==> src/rtl/count_capture_fifo.sv <==
// Captures match/wrap events from an 8-bit counter into a first-word-fall-through FIFO.
// Detection is gated by a two-state arm/disarm FSM; lost events latch a sticky overflow flag.
module count_capture_fifo #(
    parameter int DEPTH = 4
) (
    input  logic                       clk,
    input  logic                       reset,
    input  logic [7:0]                 count,
    input  logic [7:0]                 cmp_value,
    input  logic                       arm,
    input  logic                       disarm,
    output logic                       evt_valid,
    input  logic                       evt_ready,
    output logic [7:0]                 evt_data,
    output logic [1:0]                 evt_kind,
    output logic                       armed,
    output logic                       overflow,
    output logic [$clog2(DEPTH):0]     fifo_level
);

    localparam int AW = (DEPTH > 1) ? $clog2(DEPTH) : 1;
    localparam int LW = $clog2(DEPTH) + 1;

    typedef enum logic {IDLE, ARMED} state_t;

    state_t        state_q, state_d;
    logic [7:0]    prev_count;
    logic          prev_valid;
    logic          match_p0, wrap_p0, push_p0;
    logic [9:0]    entry_p0;
    logic [9:0]    mem [DEPTH];
    logic [AW-1:0] wr_ptr, rd_ptr;
    logic [9:0]    head;
    logic          full, pop, push_ok;

    always_comb begin
        state_d = state_q;
        case (state_q)
            IDLE:    if (arm && !disarm) state_d = ARMED;
            ARMED:   if (disarm)         state_d = IDLE;
            default: state_d = IDLE;
        endcase
    end

    always_ff @(posedge clk) begin
        if (!reset) begin
            state_q    <= IDLE;
            prev_count <= 8'h00;
            prev_valid <= 1'b0;
        end else begin
            state_q    <= state_d;
            prev_count <= count;
            prev_valid <= 1'b1;
        end
    end

    // Stage p0: edge-qualified event detection against the previous sample
    always_comb begin
        match_p0 = (count == cmp_value) && ((prev_count != cmp_value) || !prev_valid);
        wrap_p0  = prev_valid && (prev_count == 8'hFF) && (count == 8'h00);
        push_p0  = (state_q == ARMED) && (match_p0 || wrap_p0);
        entry_p0 = {wrap_p0, match_p0, count};
    end

    assign full    = (fifo_level == LW'(DEPTH));
    assign pop     = evt_valid && evt_ready;
    assign push_ok = push_p0 && (!full || pop);

    // FIFO storage holds data only; validity comes from fifo_level
    always_ff @(posedge clk) begin
        if (push_ok) mem[wr_ptr] <= entry_p0;
    end

    always_ff @(posedge clk) begin
        if (!reset) begin
            wr_ptr     <= '0;
            rd_ptr     <= '0;
            fifo_level <= '0;
            overflow   <= 1'b0;
        end else begin
            if (push_ok) wr_ptr <= wr_ptr + AW'(1);
            if (pop)     rd_ptr <= rd_ptr + AW'(1);
            case ({push_ok, pop})
                2'b10:   fifo_level <= fifo_level + LW'(1);
                2'b01:   fifo_level <= fifo_level - LW'(1);
                default: fifo_level <= fifo_level;
            endcase
            if (state_q == IDLE && state_d == ARMED) overflow <= 1'b0;
            else if (push_p0 && full && !pop)        overflow <= 1'b1;
        end
    end

    assign head      = mem[rd_ptr];
    assign evt_valid = (fifo_level != '0);
    assign evt_data  = evt_valid ? head[7:0] : 8'h00;
    assign evt_kind  = evt_valid ? head[9:8] : 2'b00;
    assign armed     = (state_q == ARMED);

endmodule

==> config.mk <==
export PLATFORM = sky130hd
export DESIGN_NAME = count_capture_fifo
export DESIGN_NICKNAME = d
export VERILOG_FILES = /design/src/rtl/count_capture_fifo.sv
export SDC_FILE = /design/constraint.sdc
export NUM_CORES = 1
export LEC_CHECK = 0
export BUFFER_PORTS_ARGS = -buffer_cell sky130_fd_sc_hd__buf_2
export CAP_MARGIN = 20
export CORE_ASPECT_RATIO = 1.75
export CORE_MARGIN = 1
export CORE_UTILIZATION = 34
export CTS_BUF_LIST = sky130_fd_sc_hd__clkbuf_8 sky130_fd_sc_hd__clkbuf_16
export CTS_CLUSTER_SIZE = 24
export DETAILED_ROUTE_END_ITERATION = 6
export PLACE_DENSITY = 0.63
export SYNTH_ARGS = -nofsm -noshare
export SYNTH_HDL_FRONTEND = slang
export SYNTH_SLANG_ARGS = --single-unit
==> constraint.sdc <==
create_clock -name clk -period 5.96 [get_ports clk]
set_input_delay 0.596 -clock clk [delete_from_list [all_inputs] [get_ports clk]]
set_output_delay 0.596 -clock clk [all_outputs]
set_load 0.005 [all_outputs]
**Yosys cells after proc, flatten, opt, wreduce, memory -nomap -nowiden**

Memories as Yosys holds them, arrays and structs flattened. A register that Yosys moved wholly into a read port is not among the register bits.
Cells that the tools add are included.

- Add/subtract/negate cells: 4
- $mul: 0
- Divide/modulo/power cells: 0
- Magnitude comparators: 0
- Equal/unequal tests: 6
- Shift-type cells: 0
- Muxes and demuxes: 11
- Bitwise operators: 2
- Reduce and logical (&&, ||, !) cells: 21

Operators with widths:

| operator | count |
|---|---|
| logical AND 1 bit | 10 |
| == test 8 bit | 1 |
| == test 8 bit, second input constant | 1 |
| zero test 8 bit | 1 |
| 2-to-1 mux 8 bit | 1 |
| inequality test 8 bit | 1 |
| 2-to-1 mux 2 bit | 3 |
| case mux 3 bit (2 select lines) | 1 |
| 2-to-1 mux 1 bit | 5 |
| adder 2 x 1 -> 2 bit, second input constant | 2 |
| zero test 1 bit | 4 |
| adder 3 x 1 -> 3 bit, second input constant | 1 |
| == test 3 bit, second input constant | 1 |
| logical OR 1 bit | 3 |
| nonzero test 3 bit | 1 |
| subtractor 3 x 1 -> 3 bit, second input constant | 1 |
| == test 2 x 1 -> 1 bit, second input constant | 1 |
| == test 2 bit, second input constant | 1 |
| inverter 1 bit | 2 |
| case mux 1 bit (2 select lines) | 1 |
| nonzero test 2 bit | 1 |
| OR reduction 2 bit | 1 |

- Bits in registers: 18
- Bits in latches: 0
- Bits in writable memories: 40
- ROM bits: 0
- Bits of input ports: 21
- Memories kept: 1

Memory list:

| name | words | bits a word | rd ports | clocked after Yosys merged registers in | wr ports | RTL line | text |
|---|---|---|---|---|---|---|---|
| mem | 4 | 10 | 1 | 1 | 1 | 31 | `logic [9:0] mem [DEPTH];` |

**Depth between registers and ports, before layout**

- Depth in word-level cells: 8
- Gate-level depth with buffers: 8
- Gate-level depth less buffers: 8

**Worst setup path before layout**

No wires, ideal clock.

- Path kind: input port to flip-flop
- From: in count[2]
- To: reg fifo_level[2]
- Arrival time: 2.394 ns
- Data required time: 5.838 ns
- Path slack: 3.444 ns
- Stages: 8
- Cells stage by stage: or4_4 > nor3_4 > a41o_2 > a31oi_4 > fa_1 > nand3b_1 > mux2i_1 > a311o_1

- Word-level cells in the longest chain between the ends: 7
- Elaborated cells on any way between the ends: 11
- Those cells by class: 3 x eq/ne; 1 x mux; 7 x reduce/logical

RTL lines:

| what | RTL line | text |
|---|---|---|
| start, declared | 8 | `input logic [7:0] count,` |
| == test 8 bit or zero test 8 bit (tied branches) | 59, 60 |  |
| logical AND 1 bit, on equally long branches | 59, 60 |  |
| logical OR 1 bit (*) | 61 | `push_p0 = (state_q == ARMED) && (match_p0 \|\| wrap_p0);` |
| logical AND 1 bit (*) | 61 |  |
| logical AND 1 bit (*) | 67 | `assign push_ok = push_p0 && (!full \|\| pop);` |
| == test 2 x 1 -> 1 bit or == test 2 bit (tied branches) | 83 | `case ({push_ok, pop})` |
| case mux 3 bit (2 select lines) or nonzero test 2 bit (tied branches) | n/a |  |
| end signal, assigned | 84 | `2'b10: fifo_level <= fifo_level + LW'(1);` |
| end signal, assigned | 85 | `2'b01: fifo_level <= fifo_level - LW'(1);` |
| end signal, assigned | 86 | `default: fifo_level <= fifo_level;` |
| end, declared | 18 | `output logic [$clog2(DEPTH):0] fifo_level` |

Every way passes the cells marked *; elsewhere a longest branch is shown, timed or not.
A chain may end at the register's enable or synchronous reset.

**Worst setup path after layout**

- From: in count[2]
- To: mem mem[1][3], enable pin

- Word-level cells in the longest chain between the ends: 7
- Elaborated cells on any way between the ends: 9
- Those cells by class: 1 x eq/ne; 2 x mux; 6 x reduce/logical

RTL lines:

| what | RTL line | text |
|---|---|---|
| zero test 8 bit | 60 | `wrap_p0 = prev_valid && (prev_count == 8'hFF) && (count == 8'h00);` |
| logical AND 1 bit | 60 |  |
| named net wrap_p0 | 29 | `logic match_p0, wrap_p0, push_p0;` |
| logical OR 1 bit | 61 |  |
| logical AND 1 bit | 61 |  |
| logical AND 1 bit | 67 |  |
| 2-to-1 mux 1 bit | 71 | `if (push_ok) mem[wr_ptr] <= entry_p0;` |
| 2-to-1 mux 1 bit (not written as such) | 71 |  |
| end, declared | 31 |  |

The timed path passes the listed nets, and every way through them passes these cells.

==> metrics.md <==
| Metric | Value |
|---|---|
| Unique masters post-synth | 47 |
| Sequential share of the synthesized area | 59.3% |
| Synthesized Nets | 207 |
| FF-to-FF End | mem[1][3]$_DFFE_PP_ |
| R2R depth | 7 |
| Slew Limit Fails | 0 |
| Clock Skew | 0.00413 ns |
| Core region area | 7620 sq um |
| GRT Util Overall | 14.1% |
| Clk slew on worst S/H paths | 0.05 ns |
| Top cells by area, synth | edfxtp_1, dfxtp_1, mux4_2 |
| Final period util | 44.0% |
| WL final | 5260 um |
| Rel. slew slack | 34.8% |
| Top cell type by total area after synthesis | edfxtp_1 |
| Top cells by count, synth | edfxtp_1, dfxtp_1, and2_1 |
| Crit path arrival time | 2.58 ns |
| Power Total | 1130 uW |
| Total CTS buffers | 9 |
| Slew @ Worst Pin | 0.965 ns |
| Starting density of the core | 35.4% |
| Register-to-register setup slack | 3.57 ns |
| Max-cap violation count | 0 |
| VDD IR max | 0.195 mV |
| Clock Sinks | 60 |
| Hold_buf cts | 0 |
| Clock latency on the worst-skew pair | 0.32 ns |
| Status | complete, no violations |
| Mean Syn Cell Area | 14.9 sq um |
| Final nets | 250 |
| WP buf/inv | 2 |
| Hold path cells | 2 |
| Initial antenna violation count | 0 |
| Row count | 42 |
| Placer Congestion | 0.764 |
| Crit-path max FO | 10 |
| Async set-or-reset flop fraction in the synthesized netlist | 0% |
| Drt first pass iters | 4 |
| Number of I/O port buffers | 36 |
| H-tree levels | 3 |
| Vias in the first global route | 1722 |
| Tmin final | 2.62 ns |
| Share of post-route cells with drive strength above 1 | 34.1% |
| Min-delay src | disarm |
| Number of synthesized flops with an enable pin | 40 |
| Post-CTS Setup Bufs | 0 |
| Syn. warnings | 0 |
| Vias per cell | 4.99 |
| Critical Path RT | 5.92 ns |
| Count leader, synth | edfxtp_1 |
| Yosys reg bits | 60 |
| Largest net degree at the start of global routing | 16 |
| CTS tree | built |
| First-pass GRT wire length | 8640 um |
| Vias | 1583 |
| Power per standard cell area | 340 nW/um^2 |
| CTS resizes | 0 |
| Post-Syn Area | 2700 sq um |
| Yosys top cell area share | 44.5% |
| Lkg Pwr | 0.00121 uW |
| Routed Antenna Nets | 0 |
| Crit path kind | primary input to register |
| Initial DRC Count | 59 |
| Overflow left after global routing | 0 |
| Synthesis-to-finish area growth | 23.5% |
| Die Y | 120 um |
| Worst min path class | primary input to register |
| Prevailing post-synth register cell | edfxtp_1 |
| # setup viols final | 0 |
| Final HPWL DP | 3950 um |
| Crit-path max cell delay | 0.55 ns |
| Worst-path cell with the longest stage delay | or4_4 |
| Hold Vio Cnt, Final | 0 |
| Die area | 8310 sq um |
| TNS Setup | 0 ns |
| Unrepaired setup endpoints after global routing | no |
| Hold endpoint | armed$_SDFF_PN0_ |
| Worst path cell trace | buf_2, or4_4, nor3_4, nand3_2, inv_1, a21oi_2, nor3_2, and2_1 |
| CTS root buf | clkbuf_16 |
| Mapped Cells | 181 |
| Die X | 69.4 um |
| Crit start category | primary input |
| Final antenna diode count | 0 |
| Number of remaining DRC errors | 0 |
| Wire per inst | 16.6 um |
| IO Pins | 37 |
| Clock Path Buffers | 2 |
| Max Clk Rate | 382 MHz |
| R2r startpoint | prev_count[4]$_SDFF_PN0_ |
| Setup crit end kind | register |
| Family with the most delay on the worst path | simple AND/OR/NAND/NOR gates |
cells in the final DEF (no fill, tap or decap), types with 2 or more instances in the layout:
cell and count:
nor3b_1 2, a21oi_1 3, nand2_1 3, clkinv_2 2, bufinv_16 4, ha_1 4, clkbuf_16 9, xor2_1 7
mux2i_1 2, nor3_2 2, nand3_2 2, o31ai_1 2, buf_2 36, xnor2_1 10, nor2_1 6, inv_1 6
edfxtp_1 40, nor3_1 5, mux4_2 10, and2_1 12, nor2b_1 10, nand4_1 5, dfxtp_1 20
layer usage:
metal / share of wire (%) / vias to the layer above / track usage, % / wire length [um]
met3: 3.0 / 16 / 3.44 / 160
met2: 55 / 42 / 24.7 / 2880
met4: 4.5 / 0 / 9.95 / 235
met5: 0 / - / 0 / 0
met1: 38 / 755 / 14.3 / 1990
li1: - / 770 / - / -
report_power, final:
group	switching (uW)	internal, uW
registers	6.29	447
clock network	176	449
logic	28.5	23.8
kinds of logic (layout without fill, tap and decap cells):
group / after synthesis / count (layout) / share of synthesized area, %
simple gates: 60 / 60 / 15.8
fa+ha+maj: 5 / 5 / 2.60
mux: 12 / 12 / 9.09
flops: 60 / 60 / 59.3
buf+inv: 12 / 60 / 1.99
compound gates: 15 / 15 / 5.70
xor+xnor: 17 / 17 / 5.52
worst max path at each step:
stage	depth (start not counted)	slack (ns)	end	from
finish	8	3.34	mem[1][3]$_DFFE_PP_	count[2]
global route	8	3.19	mem[1][8]$_DFFE_PP_	count[2]
CTS	8	3.31	mem[1][4]$_DFFE_PP_	count[2]
detailed placement	8	2.98	mem[1][2]$_DFFE_PP_	count[2]
global placement	8	3.08	mem[1][2]$_DFFE_PP_	count[2]
floorplan	8	3.44	fifo_level[2]$_SDFFE_PN0P_	count[2]
through the flow:
stage	hold slack [ns]	cell area, sq um	utilization (%)	std cells	worst slack [ns]
3_5_place_dp	0.510	2970	39.0	301	2.98
2_1_floorplan	0.459	2700	-	181	3.44
5_1_grt	0.464	3330	43.7	317	3.19
4_1_cts	0.444	3330	43.7	317	3.31
6_report	0.450	3330	43.7	317	3.34
3_3_place_gp	0.479	2970	39.0	301	3.08
state kept, by name, indices dropped and copies added, names as in the netlist, named ones only:
name	flops
armed	1
prev_valid	1
rd_ptr	2
wr_ptr	2
prev_count	8
mem	40
overflow	1
fifo_level	3
layout make-up:
cell class,count,area (sq um)
fillers,685,4290
flip-flops and latches,60,1600
multi-input cells,109,1040
clock buffers,9,225
repair buffers,37,188
clock inverters,7,139
well taps,88,110
inverters,7,26.3
No activity file was read; power rests on OpenSTA's default activity.
